==> src/rtl/pkg_cpu_types.sv <==
// rtl/pkg_cpu_types.sv - IO window base and register offsets shared by the MMIO bridge
package pkg_cpu_types;

   localparam logic [13:0] IO_BASE_DEFAULT = 14'h3F00;
   localparam logic [13:0] IO_SPAN         = 14'h00FF;

   typedef enum logic [7:0] {
      IO_START = 8'h00,
      IO_DONE  = 8'h01,
      IO_BUSY  = 8'h02,
      IO_CYCLE = 8'h03,
      IO_H2F   = 8'h04,
      IO_F2H   = 8'h08
   } io_reg_t;

   localparam int OFF_H2F = 4;
   localparam int OFF_F2H = 8;

endpackage

==> src/rtl/done_tracker.sv <==
// rtl/done_tracker.sv - per-accelerator busy/sticky-done tracking from start writes and done edges
module done_tracker #(
   parameter int W = 32
) (
   input  logic         clk,
   input  logic         rst,
   input  logic         start_we,
   input  logic [W-1:0] start_mask,
   input  logic         clr_we,
   input  logic [W-1:0] clr_mask,
   input  logic [W-1:0] done_in,
   output logic [W-1:0] busy,
   output logic [W-1:0] done
);

   logic [W-1:0] done_prev;
   logic [W-1:0] rise;
   logic [W-1:0] set_busy;
   logic [W-1:0] clr_done;

   assign rise     = done_in & ~done_prev;
   assign set_busy = start_we ? start_mask : '0;
   assign clr_done = clr_we ? clr_mask : '0;

   // a new start outranks a finishing edge for BUSY; a finishing edge outranks W1C for DONE
   always_ff @(posedge clk) begin
      if (rst) begin
         done_prev <= '0;
         busy      <= '0;
         done      <= '0;
      end else begin
         done_prev <= done_in;
         busy      <= (busy & ~rise) | set_busy;
         done      <= (done & ~clr_done) | rise;
      end
   end

endmodule

==> src/rtl/mmio_bridge.sv <==
// rtl/mmio_bridge.sv - CPU data-port split between data RAM and an accelerator IO window
module mmio_bridge
   import pkg_cpu_types::*;
#(
   parameter int          N_MBOX  = 4,
   parameter logic [13:0] IO_BASE = IO_BASE_DEFAULT
) (
   input  logic                   clk,
   input  logic                   rst,
   input  logic [13:0]            cpu_addr,
   input  logic                   cpu_we,
   input  logic [31:0]            cpu_wd,
   output logic [31:0]            cpu_rd,
   output logic [13:0]            ram_addr,
   output logic                   ram_we,
   output logic [31:0]            ram_wd,
   input  logic [31:0]            ram_rd,
   output logic [31:0]            start_io,
   input  logic [31:0]            done_io,
   input  logic [N_MBOX-1:0][31:0] h2f_io,
   output logic [N_MBOX-1:0][31:0] f2h_io,
   input  logic                   ebreak,
   output logic                   halted
);

   logic [13:0] addr_off;
   logic [7:0]  off;
   logic [31:0] off_w;
   logic        in_io;
   logic        wr_ok;
   logic        io_we;
   logic        start_we;
   logic        done_we;
   logic [31:0] busy;
   logic [31:0] done;
   logic [31:0] cycle;
   logic [31:0] io_rd_d;
   logic [31:0] io_rd_q;
   logic        io_sel_q;

   // unsigned distance from the base doubles as the window test
   assign addr_off = cpu_addr - IO_BASE;
   assign in_io    = (addr_off <= IO_SPAN);
   assign off      = addr_off[7:0];
   assign off_w    = {24'd0, off};

   // stores are dropped in reset and once the CPU has halted
   assign wr_ok    = cpu_we && !halted && !rst;
   assign io_we    = wr_ok && in_io;
   assign start_we = io_we && (off == IO_START);
   assign done_we  = io_we && (off == IO_DONE);

   assign ram_addr = cpu_addr;
   assign ram_wd   = cpu_wd;
   assign ram_we   = wr_ok && !in_io;

   done_tracker #(.W(32)) u_done_tracker (
      .clk        (clk),
      .rst        (rst),
      .start_we   (start_we),
      .start_mask (cpu_wd),
      .clr_we     (done_we),
      .clr_mask   (cpu_wd),
      .done_in    (done_io),
      .busy       (busy),
      .done       (done)
   );

   // IO register read mux; START and unmapped offsets read as zero
   always_comb begin
      io_rd_d = '0;
      case (off)
         IO_DONE:  io_rd_d = done;
         IO_BUSY:  io_rd_d = busy;
         IO_CYCLE: io_rd_d = cycle;
         default:  io_rd_d = '0;
      endcase
      for (int k = 0; k < N_MBOX; k++) begin
         if (off_w == 32'(OFF_H2F + k)) io_rd_d = h2f_io[k];
         if (off_w == 32'(OFF_F2H + k)) io_rd_d = f2h_io[k];
      end
   end

   // read registers give both regions the same one-cycle load latency
   always_ff @(posedge clk) begin
      if (rst) begin
         io_sel_q <= 1'b0;
         io_rd_q  <= '0;
      end else begin
         io_sel_q <= in_io;
         io_rd_q  <= io_rd_d;
      end
   end

   assign cpu_rd = io_sel_q ? io_rd_q : ram_rd;

   // start pulse, free-running cycle counter and sticky halt
   always_ff @(posedge clk) begin
      if (rst) begin
         start_io <= '0;
         cycle    <= '0;
         halted   <= 1'b0;
      end else begin
         start_io <= start_we ? cpu_wd : '0;
         if (!halted) cycle <= cycle + 32'd1;
         if (ebreak)  halted <= 1'b1;
      end
   end

   // fabric-bound mailbox words written by CPU stores
   always_ff @(posedge clk) begin
      if (rst) begin
         f2h_io <= '0;
      end else begin
         for (int k = 0; k < N_MBOX; k++) begin
            if (io_we && off_w == 32'(OFF_F2H + k)) f2h_io[k] <= cpu_wd;
         end
      end
   end

endmodule

==> config.mk <==
export PLATFORM = sky130hd
export DESIGN_NAME = mmio_bridge
export DESIGN_NICKNAME = d
export VERILOG_FILES = /design/src/rtl/pkg_cpu_types.sv /design/src/rtl/done_tracker.sv /design/src/rtl/mmio_bridge.sv
export SDC_FILE = /design/constraint.sdc
export NUM_CORES = 1
export LEC_CHECK = 0
export ABC_CLOCK_PERIOD_IN_PS = 2800
export CORE_UTILIZATION = 32
export DETAILED_ROUTE_END_ITERATION = 6
export SLEW_MARGIN = 5
export SYNTH_ARGS = -nofsm -noshare
export SYNTH_HDL_FRONTEND = slang
export SYNTH_SLANG_ARGS = --single-unit
export TNS_END_PERCENT = 1
==> constraint.sdc <==
create_clock -name clk -period 2.8 [get_ports clk]
set_input_delay 0.56 -clock clk [delete_from_list [all_inputs] [get_ports clk]]
set_output_delay 0.56 -clock clk [all_outputs]
set_load 0.05 [all_outputs]
==> key figures <==
Outcome
  – Status: finished clean

Floorplan
  – Die H: roughly 220 um
  – Rows: 80
  – Starting Density: 32.38%
  – Die width: approximately 220 um
  – Core area: 47650 um^2
  – IO Count: 482
  – Die area: approximately 49000 um^2

Critical path
  – Slowest CP cell: clkdlybuf4s50_1
  – CP Buf/Inv Count: 1
  – Crit path required time: around 2.2 ns
  – CP cell instances: clkdlybuf4s50_1
  – Critical path peak fanout: 8
  – Reg2Reg Depth: 7
  – CP Class: register to output port
  – Worst Setup Start Kind: register
  – R2r setup slk: 0.52 ns
  – CP Capture Type: output port
  – WP data arrival: around 2.0 ns
  – Cell family with most CP delay: buffers and inverters
  – CP startpoint: halted
  – Worst r2r src: halted
  – Crit path largest cell delay: 0.89 ns
  – Worst R2R End: f2h_io[4]

Clocking
  – TritonCTS buffer count: 38
  – CTS resizes: 0
  – Root Buffer: clkbuf_16
  – Clock-pin slew on the worst setup and hold paths: 0.06 ns
  – CTS sink count: 322
  – Post-CTS Setup Inserts: 0
  – CTS H-tree depth: 2
  – Max Buffers Root-to-Sink: 3
  – Hold bufs inserted after CTS: 0
  – CTS tree: built
  – Skew-Pair Late Insertion Delay: 0.55 ns

Min path
  – Hold EP: f2h_io[43]
  – Worst hold stages: 2
  – Hold_sp: f2h_io[43]
  – Min-delay worst type: register to register

Finish
  – Final cell count without fillers: 2977
  – Nets: 2576
  – Fin util: between 40% and 50%
  – Area Growth Syn to Fin: 46.94%
  – Fraction of layout cells with a size suffix above 1: 15.84%

GRT
  – All-Layer GR Usage: 28.66%
  – Vias in the first global route: about 15000
  – GR Overflow Total: 0
  – Global-route wire length before repair: ~110000 um
  – Initial antenna violation count: 1
  – Largest net degree at the start of global routing: 134

STA
  – Fin crit share: 91.78%
  – Worst hold slack: 0.4679 ns
  – Max Slew Vio Count: 0
  – RSZ-0062 raised after global routing: false
  – Relative slew slack: ~51%
  – Final hold vios: 0
  – Setup-failing EPs final: 0
  – Fmax: 389.1 MHz
  – Setup Skew: ~0.015 ns
  – Worst-margin pin slew: 0.7312 ns
  – Min Tclk post-route: 2.570 ns

Yosys
  – Post-synth ARST share: 0%
  – Simple-gate share of the synthesized area: 19.14%
  – Commonest register cell after synthesis: dfxtp_1
  – Post-Synth XOR/XNOR Area: 0.9652%
  – Largest family of logic cells by synthesized area: compound AO/OA/AOI/OAI gates
  – Post-Synth Adder-Cell Area: 0.08111%
  – Post-Syn Nets: 2130
  – Cell variety after synth: 55
  – Top cells by area, synth: dfxtp_1, a21oi_1, nand2_1, mux2i_1, mux2_2
  – Flops & latches, synth: 322
  – Synth warn: 0
  – Share of the synthesized area in the top cell type: around two fifths
  – Post-synth EDFFs: 0
  – Gate Count Post-Synth: 1887
  – Synth Area per Inst: 8.175 um^2
  – Cell taking the most area after synthesis: dfxtp_1
  – Sequential area share after synthesis: a little over two fifths
  – Mux share of post-synthesis cell area: 7.876%
  – Mapped Area: 15430 um^2
  – Synth Area in Compound Gates: 22.95%

Detailed routing
  – Iter 0 DRT Violations: 1628
  – WL per Instance: 24.66 um
  – Drt total wl: approximately 73000 um
  – DR DRC count: 0
  – Post-route ant nets: 0
  – Detailed-route vias per instance: 5.419
  – Via count: 16130
  – 1st-pass router iterations: 5

Placed design
  – Placed insts: just under 3000
  – DP HPWL: 55670 um
  – Gpl congestion: just under 1
  – IO buf count: roughly 480

Power
  – Peak supply drop: around 0.00036 V
  – Leak: 8.533 nW
  – P per Cell Area: 504.5 nW/um^2

Flow run
  – Number of max-cap violations: 0
## power breakdown
part           internal, W  switching (W)
registers          0.00465      0.0000296
clock network      0.00307        0.00204
logic             0.000706       0.000941
total              0.00843        0.00301
## worst register-to-register path, cell delays in order (launching register included)
cell	delay (ns)
dfxtp_1	0.44
or3b_2	0.57
nor4_4	0.21
buf_12	0.17
and3_2	0.21
buf_4	0.25
mux2i_1	0.23
nor2_1	0.05
## cell usage after synthesis, types with 3 or more instances
| cell type | count |
|---|---|
| xnor2_1 | 6 |
| buf_4 | 49 |
| and4_1 | 4 |
| and3_1 | 7 |
| nor2b_1 | 56 |
| o211a_1 | 17 |
| o22ai_1 | 67 |
| buf_2 | 21 |
| o32ai_1 | 4 |
| buf_6 | 3 |
| a31o_2 | 32 |
| mux2i_1 | 64 |
| buf_1 | 11 |
| nand3_1 | 12 |
| xor2_1 | 11 |
| a22oi_1 | 15 |
| a21o_1 | 17 |
| a211o_1 | 14 |
| or3_1 | 8 |
| nand4_1 | 13 |
| a211oi_1 | 31 |
| mux2_2 | 51 |
| nand2_1 | 296 |
| nand3b_1 | 11 |
| a31oi_1 | 17 |
| o21ai_0 | 86 |
| nor2_1 | 132 |
| inv_1 | 36 |
| and2_1 | 35 |
| a2111oi_2 | 14 |
| o31ai_1 | 11 |
| nand2b_1 | 41 |
| clkbuf_1 | 113 |
| nor3_1 | 9 |
| a21oi_1 | 229 |
| dfxtp_1 | 322 |
## area by class of cell
class	count	area (um^2)
clock inverters	11	137.6
repair buffers	603	6106
well taps	615	769.5
flip-flops and latches	322	6447
multi-input cells	1331	7901
fillers	4597	24980
clock buffers	57	1164
inverters	37	138.9
diodes	1	2.502
## worst max path at each step
stage	cells after the start	endpoint	slack, ns
after detailed placement	7	io_rd_q[22]	-0.07
after CTS	1	halted	0.21
after global placement	7	io_rd_q[22]	-0.003
final	1	halted	0.23
after floorplan	8	io_rd_q[11]	0.42
after global routing	1	halted	0.19
## routing by layer
layer | vias to the layer above | global-route usage [%] | routed length, um
li1 | 7463 | - | -
met1 | 7784 | 39.63 | 32380
met2 | 784 | 44.45 | 32610
met3 | 101 | 6.957 | 6628
met4 | 0 | 7.348 | 1800
met5 | - | 0 | 0
## layout by cell type (no fill, tap or decap), types with 31 or more instances in the layout
cell type        instances
clkdlybuf4s50_1        402
dfxtp_1                321
nand2_1                296
a21oi_1                229
buf_4                  154
nor2_1                 132
o21ai_0                 86
o22ai_1                 67
mux2i_1                 64
nor2b_1                 54
mux2_2                  51
buf_12                  45
nand2b_1                40
clkbuf_16               39
inv_1                   36
and2_1                  35
a31o_2                  32
a211oi_1                31
## logic make-up after synthesis
kind of cell,after synthesis
xor gates and xnor gates,17
DFF,322
AOI/OAI and AO/OA,561
buffers and inverters,234
adders and majority gates,1
and+or+nand+nor,637
muxes,115
## sequential cells by signal, indices dropped and copies added (netlist names)
register / flops
f2h_io: 128
cycle: 32
io_rd_q: 32
start_io: 32
u_done_tracker.busy: 32
u_done_tracker.done: 32
u_done_tracker.done_prev: 32
halted: 1
io_sel_q: 1
## stage by stage
step	setup TNS (ns)	power (W)	instance area (um^2)	worst slack [ns]
floorplan	0	0.005517	15430	0.4243
global placement	-0.004603	0.006392	21360	-0.002883
detailed placement	-0.6403	0.006394	21360	-0.07472
CTS	0	0.01149	22660	0.2074
global route	0	0.01177	22670	0.1885
finish	0	0.01144	22670	0.2301
Note: power is estimated with default switching activity, not from simulation.
